$ cat config.mk
export PLATFORM = sky130hd
export DESIGN_NAME = pwm_from_count
export DESIGN_NICKNAME = d
export VERILOG_FILES = /design/src/rtl/pwm_from_count.sv
export SDC_FILE = /design/constraint.sdc
export NUM_CORES = 1
export LEC_CHECK = 0
export CELL_PAD_IN_SITES_DETAIL_PLACEMENT = 0
export CELL_PAD_IN_SITES_GLOBAL_PLACEMENT = 1
export CORE_ASPECT_RATIO = 0.9
export CORE_MARGIN = 5
export CORE_UTILIZATION = 41
export DETAILED_ROUTE_END_ITERATION = 8
export GPL_TIMING_DRIVEN = 0
export HOLD_SLACK_MARGIN = 0.1
export PLACE_DENSITY = 0.83
export SKIP_CTS_REPAIR_TIMING = 1
export SLEW_MARGIN = 25
export SYNTH_ARGS = -nofsm -noshare
export SYNTH_HDL_FRONTEND = slang
export SYNTH_SLANG_ARGS = --single-unit
$ cat constraint.sdc
create_clock -name clk -period 4.7 [get_ports clk]
set_clock_uncertainty 0.05 [all_clocks]
set_input_delay 0.47 -clock clk [delete_from_list [all_inputs] [get_ports clk]]
set_output_delay 0.47 -clock clk [all_outputs]
set_load 0.02 [all_outputs]
$ cat src/rtl/pwm_from_count.sv
// pwm_from_count
// Turns the count of a free-running up counter into a registered PWM output.
// Duty values arrive through a valid/ready port into a shadow register. They
// are promoted to the active duty only at a counter wrap, or when the block
// resynchronises to the counter. Count discontinuities raise a sticky error
// and force a resync.

module pwm_from_count #(
  parameter int CW = 4,
  parameter int DW = CW + 1
) (
  input  logic          clk,
  input  logic          rst,
  input  logic          en,
  input  logic [CW-1:0] cnt,
  input  logic [DW-1:0] duty_in,
  input  logic          duty_valid,
  output logic          duty_ready,
  input  logic          err_clr,
  output logic          pwm,
  output logic          wrap,
  output logic [DW-1:0] active_duty,
  output logic          sync_err
);

  // 2^CW: the largest legal duty, which means always high.
  localparam logic [DW-1:0] DUTY_MAX = {1'b1, {CW{1'b0}}};
  localparam logic [CW-1:0] CNT_MAX  = {CW{1'b1}};
  localparam logic [CW-1:0] CNT_ZERO = {CW{1'b0}};
  localparam logic [CW-1:0] CNT_ONE  = {{(CW-1){1'b0}}, 1'b1};

  typedef enum logic [0:0] {
    ST_WAIT_SYNC = 1'b0,
    ST_RUN       = 1'b1
  } state_t;

  state_t        r_state;
  logic          r_pwm;
  logic          r_wrap;
  logic [DW-1:0] r_active;
  logic [DW-1:0] r_shadow;
  logic          r_pending;
  logic          r_sync_err;
  logic [CW-1:0] r_prev_cnt;

  state_t        w_state_nxt;
  logic          w_pwm_nxt;
  logic          w_wrap_nxt;
  logic [DW-1:0] w_active_nxt;
  logic [DW-1:0] w_shadow_nxt;
  logic          w_pending_nxt;
  logic          w_err_set;
  logic          w_err_nxt;
  logic [CW-1:0] w_prev_nxt;

  logic          w_xfer;
  logic [DW-1:0] w_duty_sat;
  logic [CW-1:0] w_cnt_expect;
  logic          w_is_wrap;

  // A new duty may enter the shadow register only while nothing is pending.
  assign w_xfer       = duty_valid & ~r_pending;
  // Out-of-range requests are clamped to the always-high duty.
  assign w_duty_sat   = (duty_in > DUTY_MAX) ? DUTY_MAX : duty_in;
  // The next count we expect from a healthy counter (modulo 2^CW).
  assign w_cnt_expect = r_prev_cnt + CNT_ONE;
  assign w_is_wrap    = (r_prev_cnt == CNT_MAX) && (cnt == CNT_ZERO);

  // Next-state, duty promotion, PWM compare and shadow-load logic.
  always_comb begin
    w_state_nxt   = r_state;
    w_pwm_nxt     = 1'b0;
    w_wrap_nxt    = 1'b0;
    w_active_nxt  = r_active;
    w_shadow_nxt  = r_shadow;
    w_pending_nxt = r_pending;
    w_err_set     = 1'b0;
    w_prev_nxt    = r_prev_cnt;

    if (!en) begin
      // Disabled: park in resync. The output stays low and no sequence check runs.
      w_state_nxt = ST_WAIT_SYNC;
    end else begin
      case (r_state)
        ST_WAIT_SYNC: begin
          if (cnt == CNT_ZERO) begin
            // Lock on at count 0. Take the buffered duty, and drive the
            // first RUN cycle from cnt=0 against that duty.
            w_state_nxt   = ST_RUN;
            w_active_nxt  = r_shadow;
            w_pending_nxt = 1'b0;
            w_prev_nxt    = cnt;
            w_pwm_nxt     = ({1'b0, cnt} < r_shadow);
          end else begin
            w_state_nxt = ST_WAIT_SYNC;
          end
        end
        ST_RUN: begin
          if (cnt != w_cnt_expect) begin
            // Counter jumped: flag it and wait for the next count 0.
            w_state_nxt = ST_WAIT_SYNC;
            w_err_set   = 1'b1;
          end else begin
            if (w_is_wrap) begin
              w_wrap_nxt = 1'b1;
              if (r_pending) begin
                w_active_nxt  = r_shadow;
                w_pending_nxt = 1'b0;
              end else begin
                w_pending_nxt = r_pending;
              end
            end else begin
              w_wrap_nxt = 1'b0;
            end
            // The compare uses the duty that applies from this cycle on.
            w_pwm_nxt  = ({1'b0, cnt} < w_active_nxt);
            w_prev_nxt = cnt;
          end
        end
        default: begin
          w_state_nxt = ST_WAIT_SYNC;
        end
      endcase
    end

    // A transfer only happens with pending=0, so it never collides with a
    // promotion. Its pending=1 also overrides the clear done on resync entry.
    if (w_xfer) begin
      w_shadow_nxt  = w_duty_sat;
      w_pending_nxt = 1'b1;
    end else begin
      w_shadow_nxt = w_shadow_nxt;
    end
  end

  // Sticky error: a new error wins over a clear in the same cycle.
  always_comb begin
    w_err_nxt = r_sync_err;
    if (w_err_set) begin
      w_err_nxt = 1'b1;
    end else if (err_clr) begin
      w_err_nxt = 1'b0;
    end else begin
      w_err_nxt = r_sync_err;
    end
  end

  // State and output registers with asynchronous active-low reset.
  always_ff @(posedge clk or negedge rst) begin
    if (!rst) begin
      r_state    <= ST_WAIT_SYNC;
      r_pwm      <= 1'b0;
      r_wrap     <= 1'b0;
      r_active   <= {DW{1'b0}};
      r_shadow   <= {DW{1'b0}};
      r_pending  <= 1'b0;
      r_sync_err <= 1'b0;
      r_prev_cnt <= {CW{1'b0}};
    end else begin
      r_state    <= w_state_nxt;
      r_pwm      <= w_pwm_nxt;
      r_wrap     <= w_wrap_nxt;
      r_active   <= w_active_nxt;
      r_shadow   <= w_shadow_nxt;
      r_pending  <= w_pending_nxt;
      r_sync_err <= w_err_nxt;
      r_prev_cnt <= w_prev_nxt;
    end
  end

  assign duty_ready  = ~r_pending;
  assign pwm         = r_pwm;
  assign wrap        = r_wrap;
  assign active_duty = r_active;
  assign sync_err    = r_sync_err;

endmodule

-- Yosys cells after proc, flatten, opt, wreduce, memory -nomap -nowiden
Index checks and enable logic that the tools add are counted.
- bitwise operators: 3
- $lt $le $gt $ge: 3
- mux-type cells: 35
- reductions and logical operators: 6
- eq/ne operators: 7
- $add $sub $neg: 1
- operators by type and width (cell ; number):
    $mux 5 ; 8
    $mux 1 ; 20
    $lt 4x5->1 ; 2
    $pmux 5 s2 ; 1
    $mux 4 ; 2
    $pmux 4 s2 ; 1
    $ne 3x3->1 const B ; 2
    $pmux 1 s2 ; 3
    $gt 5x5->1 const B ; 1
    $add 4x1->4 const B ; 1
    $eq 4x4->1 const B ; 1
    $logic_not 4->1 ; 1
    $ne 2x2->1 const B ; 2
    $ne 4x4->1 ; 1
    $reduce_and 4->1 ; 1
    $reduce_bool 2->1 ; 2
    $ne 3x1->1 const B ; 1
    $reduce_and 3->1 ; 1
    $not 1->1 ; 2
    $and 1x1->1 ; 1
    $logic_and 1x1->1 ; 1
- logic and storage cells: 63
- bits of input ports: 14
- output and inout port bits: 9
- register bits: 19

-- Depth between registers and ports, before layout
Gate-level depths: netlist of the first run.
- word-level depth: 10
- mapped depth: 9
- mapped depth without buffers: 9

-- Least setup slack after synthesis of the first run
OpenSTA, ideal clock, no wires.
- path kind: input to register
- start: input port cnt[0]
- end: register r_pwm, in the netlist pwm
- data required time: 4.562 ns
- data arrival time: 2.488 ns
- setup time: 0.088 ns
- stages on the path: 8
- setup slack: 2.074 ns
- cells stage by stage: or4_4 -> nor3_4 -> mux2i_1 -> ha_1 -> a21oi_1 -> nor2b_1 -> o311a_1 -> a211oi_2
- longest elaborated chain between the ends: 10
- elaborated cells on any way between the ends: 13
- classes of those cells: order compare: 2; eq/ne: 1; mux: 8; reduce/logical: 2
- ends and longest elaborated chain (what ; line ; text):
    start: declaration ; 15 ; input logic [CW-1:0] cnt,
    $logic_not 4->1 ; 67, 86 ;
    $logic_and 1x1->1 ; 67 ; assign w_is_wrap = (r_prev_cnt == CNT_MAX) && (cnt == CNT_ZERO);
    $mux 5 ; 104 ; if (w_is_wrap) begin
    $mux 5 ; 99 ; if (cnt != w_cnt_expect) begin
    $mux 5 ; 84 ; case (r_state)
    $mux 5 ; 80 ; if (!en) begin
    $lt 4x5->1 ; 116 ; w_pwm_nxt = ({1'b0, cnt} < w_active_nxt);
    $mux 1 ; 99 ;
    $pmux 1 s2 (*) ; 84 ;
    $mux 1 (*) ; 80 ;
    via w_pwm_nxt ; 47 ; logic w_pwm_nxt;
    end signal: assignment ; 161 ; r_pwm <= w_pwm_nxt;
    end: declaration ; 38 ; logic r_pwm;
Mark *: on every way through the listed nets, which the timed path passes. The rest lies on a longest branch. The select of a mux whose other input is x is not followed.
A chain may end at the register's enable or synchronous reset.

-- Worst setup path after layout of the first run
Same ends and word-level chain as after synthesis.

==> results of run 1 <==
[worst min-delay path, cell delays in order (launching register included)]
cell     delay (ns)
dfrtp_1        0.39
inv_1          0.05
o22ai_1        0.06
[through the flow]
stage,worst slack (ns),area [um^2]
final,1.62,1370
after global routing,1.45,1370
after CTS,1.62,1370
after detailed placement,1.31,1340
after global placement,1.32,1340
after floorplan,2.07,1080
[how the worst min path moves through the flow]
| stage | from | endpoint | depth (start not counted) |
|---|---|---|---|
| 6_report | sync_err | sync_err | 2 |
| 3_3_place_gp | r_shadow[0] | r_shadow[0] | 2 |
| 5_1_grt | active_duty[1] | active_duty[1] | 1 |
| 3_5_place_dp | active_duty[1] | active_duty[1] | 1 |
| 4_1_cts | sync_err | sync_err | 2 |
| 2_1_floorplan | rst | active_duty[0] | 0 |
[metal layers]
layer  wire [um]  track usage  up-vias
li1            -            -      403
met4          42       0.0610        0
met1         993        0.164      383
met5           0            0        -
met2        1050        0.224       18
met3         106       0.0305        5
[cell type report]
cell class,count,area [um^2],share of cell area
Buffer,1,3.75,0.00275
Clock buffer,4,26.3,0.0192
Inverter,7,26.3,0.0192
Multi-Input combinational cell,71,578,0.423
Sequential cell,19,475,0.348
Tap cell,28,35.0,0.0257
Timing Repair Buffer,22,220,0.161
[cells in the final DEF, fill, tap and decap left out, types with 4 or more instances in the layout]
cell and count:
clkdlybuf4s50_1 22, dfrtp_1 19, mux2_2 10, nand2_1 8, inv_1 7, ha_1 7, mux2i_1 5, nand2b_1 5
o21ai_0 5, xnor2_1 4
[sequential cells by signal, indices dropped and copies added, names as in the netlist]
name and flops:
active_duty 5, pwm 1, r_pending 1, r_prev_cnt 4
r_shadow 5, r_state 1, sync_err 1, wrap 1
[synth_stat cells (all sizes together)]
| library cell | count | area (um^2) |
|---|---|---|
| mux2i | 5 | 50.1 |
| a211oi | 1 | 12.5 |
| nor2b | 2 | 12.5 |
| or2 | 1 | 6.26 |
| dfrtp | 19 | 475 |
| nor2 | 2 | 7.51 |
| nand3 | 3 | 15.0 |
| a31oi | 1 | 6.26 |
| a21o | 3 | 22.5 |
| inv | 7 | 26.3 |
| nand2b | 5 | 31.3 |
| nand4 | 1 | 6.26 |
| clkbuf | 1 | 3.75 |
| ha | 7 | 87.6 |
| o211ai | 1 | 7.51 |
| nor3b | 1 | 7.51 |
| nand2 | 8 | 30.0 |
| xor2 | 2 | 17.5 |
| mux2 | 10 | 113 |
| o21ai | 5 | 25.0 |
| xnor2 | 4 | 35.0 |
| nor3 | 1 | 16.3 |
| a41oi | 1 | 8.76 |
| nor4 | 2 | 18.8 |
| o311a | 1 | 10.0 |
| or4 | 1 | 11.3 |
| o2111ai | 1 | 8.76 |
| a21oi | 1 | 5.00 |
| o22ai | 1 | 6.26 |
[cells by family after synthesis]
logic type | synth area share
xor gates and xnor gates | 0.0485
buffers and inverters | 0.0277
DFF | 0.439
AOI/OAI and AO/OA | 0.104
adders and majority gates | 0.0808
and+or+nand+nor | 0.150
muxes | 0.150
[report_power, final]
| part | switching, mW | total (mW) | internal, mW |
|---|---|---|---|
| clock | 0.0502 | 0.0833 | 0.0331 |
| sequential | 0.0391 | 0.249 | 0.210 |
| combinational | 0.119 | 0.244 | 0.124 |
| total | 0.209 | 0.576 | 0.367 |
==> metrics.cfg, run 1 <==
[cts]
cts_tree = built
path_clk_slew_ns = 0.10
cts_made_buffers = 3
clkLatencyLatePin_ns = 0.30
htree_levels = 1
cts.sinks = 19
cts_root_buffer = clkbuf_4
clockBufferDepth = 2

[routing]
drtAntennaViolNets = 0
routed_via_density = 5.32
drc_errors = 0
firstDrtPassIters = 2
vias = 809
wl_um = 2190
drt_iter0_drc = 33
wl_per_cell_um = 14.4

[yosys]
ys_types = 30
seq_area_frac_synth = 0.439
synth-seq-cells = 19
synth_fp_nets = 119
synth_cells = 98
synth.yosys.warnings = 0
synth_area_per_cell_um2 = 11.1
netlist_area_um2 = 1080

[setup_path]
startpoint_type = input pin
crit_family = simple AND/OR/NAND/NOR gates
endpoint = pwm
arrival_ns = 3.25
crit_path_start = cnt[0]
critical_path.max_stage_delay_ns = 0.61
critical_path.endpoint_type = flip-flop
r2r-end = pwm
cp_max_fo = 6
reg2reg_depth = 9
cp_common_cell = mux2i_1
cp.depth = 9
cpMaxStageDelayCell = or4_4
path_cells = clkdlybuf4s50_1, or4_4, nor3_4, mux2i_1, ha_1, o2111ai_1, mux2i_1, o311a_1, a211oi_2
path_buf_inv = 1
critPathKind = input pin to flip-flop
reg2reg_slack_ns = 2.16
crit_required_ns = 4.87
worstReg2RegStart = r_prev_cnt[0]

[hold_path]
hold_path_class = flip-flop to flip-flop

[timing]
slew_violations = 0
hold_ws_ns = 0.486
grt_setup_unrepaired = false
hold_violations = 0
period_share = 0.655
maxSlewHeadroom = 0.432
period_minus_slack_ns = 3.08
finalSetupViolCount = 0
fmax_mhz = 325
fin_setup_tns_ns = 0
worstMarginPinSlew_ns = 0.849

[power]
total_power_mw = 0.576
ir_worst_vdd_mv = 0.233
p_leak_nw = 0.576
powerDensity_nw_per_um2 = 422

[global_routing]
grt_antenna_before_repair = 0
grt_pass1_wl_um = 3820
grt_pass1_vias = 829
grt_util_all_layers = 0.134
grt_max_degree = 20
grt_overflow_total = 0

[outcome]
status = completed

[cells_and_area]
nNetsFinal = 146
n_antenna_cell = 0
nFillCells = 236
drive_gt1_frac = 0.145
utilization = 0.549
fin_cells = 152
area_growth_pct = 26.0

[die]
fp-row-count = 17
core_um2 = 2490
dieArea_um2 = 3770
start_util = 0.435
ios = 23
die_w_um = 64.2
die_h_um = 58.8

[place]
place_inst = 148
gp_congestion = 0.755
io_buffer_count = 22
hpwl_um = 1730

[run]
cap_violations = 0

(Power assumes the default switching activity.)
==> run 2, diff against run 1 <==
CORE_UTILIZATION = 38   (was 41)
PLACE_DENSITY = 0.78   (was 0.83)
clock period = 3.25 ns   (was 4.7 ns; I/O delays follow)
==> metrics.cfg, run 2 (synthesis results as in run 1) <==
[place]
hpwl_um = 1720  ; was 1730 um
gp_congestion = 0.855  ; was 0.755
placed_area_um2 = 1350  ; was 1340 um^2
io_buffer_count = 22  ; unchanged
dp_slack_ns = -0.0448  ; was 1.31 ns

[timing]
period_share = 0.910
slew_violations = 0  ; unchanged
hold_violations = 0  ; unchanged
grt_setup_unrepaired = false  ; unchanged
maxSlewHeadroom = 0.425  ; was 0.432
setup_slack_ns = 0.293  ; was 1.62 ns
worstMarginPinSlew_ns = 0.860  ; was 0.849 ns
finalSetupViolCount = 0  ; unchanged
fmax_mhz = 338
period_minus_slack_ns = 2.96

[outcome]
status = completed  ; unchanged

[global_routing]
grt_max_degree = 20  ; unchanged
grt_overflow_total = 0  ; unchanged
grt_pass1_vias = 874  ; was 829
grt_antenna_before_repair = 0  ; unchanged
grt_util_all_layers = 0.125  ; was 0.134
grt_pass1_wl_um = 3730  ; was 3820 um

[routing]
wl_um = 2150  ; was 2190 um
wl_per_cell_um = 13.1  ; was 14.4 um
drtAntennaViolNets = 0  ; unchanged
vias = 818  ; was 809
routed_via_density = 4.99  ; was 5.32
drt_iter0_drc = 21  ; was 33
drc_errors = 0  ; unchanged
firstDrtPassIters = 4  ; was 2

[cells_and_area]
area_growth_pct = 27.5  ; was 26.0%
drive_gt1_frac = 0.153  ; was 0.145
most-common-layout-cells = clkdlybuf4s50_1 (22), dfrtp_1 (19), mux2_2 (10)  ; unchanged
n_antenna_cell = 0  ; unchanged
final_common_cell = clkdlybuf4s50_1  ; unchanged
design_area_um2 = 1380  ; was 1370 um^2
nNetsFinal = 146  ; unchanged

[die]
core_um2 = 2750  ; was 2490 um^2
fp-row-count = 18  ; was 17
die_h_um = 60.7  ; was 58.8 um
start_util = 0.394  ; was 0.435
dieArea_um2 = 4020  ; was 3770 um^2
die_w_um = 66.3  ; was 64.2 um
ios = 23  ; unchanged

[setup_path]
startpoint_type = input pin  ; unchanged
path_cells = clkdlybuf4s50_1, or4_4, nor3_4, mux2i_1, ha_1, a21oi_1, nor2b_1, o311a_1, a211oi_2  ; was clkdlybuf4s50_1, or4_4, nor3_4, mux2i_1, ha_1, o2111ai_1, mux2i_1, o311a_1, a211oi_2
crit_required_ns = 3.41  ; was 4.87 ns
crit_path_start = cnt[0]  ; unchanged
critical_path.max_stage_delay_ns = 0.62  ; was 0.61 ns
worstReg2RegStart = r_prev_cnt[0]  ; unchanged
reg2reg_depth = 9  ; unchanged
cp.depth = 9  ; unchanged
critPathKind = input pin to flip-flop  ; unchanged
cpMaxStageDelayCell = or4_4  ; unchanged
cp_max_fo = 6  ; unchanged
reg2reg_slack_ns = 0.75  ; was 2.16 ns
arrival_ns = 3.12  ; was 3.25 ns
crit_family = simple AND/OR/NAND/NOR gates  ; unchanged
critical_path.endpoint_type = flip-flop  ; unchanged
r2r-end = pwm  ; unchanged
path_buf_inv = 1  ; unchanged
endpoint = pwm  ; unchanged

[run]
cap_violations = 0  ; unchanged

[power]
p_leak_nw = 0.578  ; was 0.576 nW
powerDensity_nw_per_um2 = 596  ; was 422 nW/um^2
ir_worst_vdd_mv = 0.279  ; was 0.233 mV

[cts]
clkLatencyLatePin_ns = 0.29  ; was 0.30 ns
cts_root_buffer = clkbuf_4  ; unchanged
cts_tree = built  ; unchanged
clockBufferDepth = 2  ; unchanged
path_clk_slew_ns = 0.11  ; was 0.10 ns
htree_levels = 1  ; unchanged
cts_made_buffers = 3  ; unchanged
cts.sinks = 19  ; unchanged

[hold_path]
hold_path_class = input pin to async pin  ; was flip-flop to flip-flop

-- run 2: changes by cell type in the layout (fill, tap and decap cells not counted), sizes merged --
cell / change
clkbuf: -1
clkinv: +1
-- run 2: how the worst min path moves through the flow --
stage | startpoint | end | slack (ns) | cells after the start
6_report | rst | active_duty[0] | 0.46 | 1
5_1_grt | r_shadow[0] | r_shadow[0] | 0.50 | 2
4_1_cts | rst | active_duty[0] | 0.48 | 1
3_5_place_dp | r_shadow[0] | r_shadow[0] | 0.45 | 2
3_3_place_gp | r_shadow[0] | r_shadow[0] | 0.45 | 2
2_1_floorplan | rst | active_duty[0] | -0.02 | 0
-- run 2: stage by stage --
step	util	power, mW	std cells	hold slack, ns	TNS (ns)
global placement	0.493	0.705	160	0.449	-0.0167
CTS	0.503	0.842	164	0.476	0
floorplan	-	0.580	98	-0.0206	0
detailed placement	0.493	0.719	160	0.448	-0.0448
finish	0.503	0.823	164	0.460	0
global route	0.503	0.892	164	0.496	0
-- run 2: metal layers --
metal | up-vias | wire [um] | track usage
met3 | 2 | 161 | 0.0556
met4 | 0 | 10 | 0.0174
met5 | - | 0 | 0
met1 | 394 | 958 | 0.141
met2 | 20 | 1020 | 0.223
li1 | 402 | - | -
-- run 2: where the power goes --
| part | total (mW) | internal, mW | switching, mW |
|---|---|---|---|
| registers | 0.358 | 0.303 | 0.0554 |
| clock network | 0.117 | 0.0458 | 0.0716 |
| logic | 0.348 | 0.179 | 0.168 |
| total | 0.823 | 0.528 | 0.295 |
-- run 2: worst register-to-register path, cell delays in order (launching register included) --
cell and delay, ns:
dfrtp_1 0.42, ha_1 0.21, nand3_1 0.14, nor3_4 0.35, mux2i_1 0.24, ha_1 0.27, a21oi_1 0.15, nor2b_1 0.06
o311a_1 0.33, a211oi_2 0.20
-- run 2: layout make-up --
cell class / instances / area [um^2]
sequential: 19 / 475
clock inverter: 1 / 5.00
tap: 40 / 50.0
buffer: 1 / 3.75
inverter: 7 / 26.3
multi-input combinational: 71 / 578
fill: 277 / 1370
timing repair buffer: 22 / 220
clock buffer: 3 / 22.5
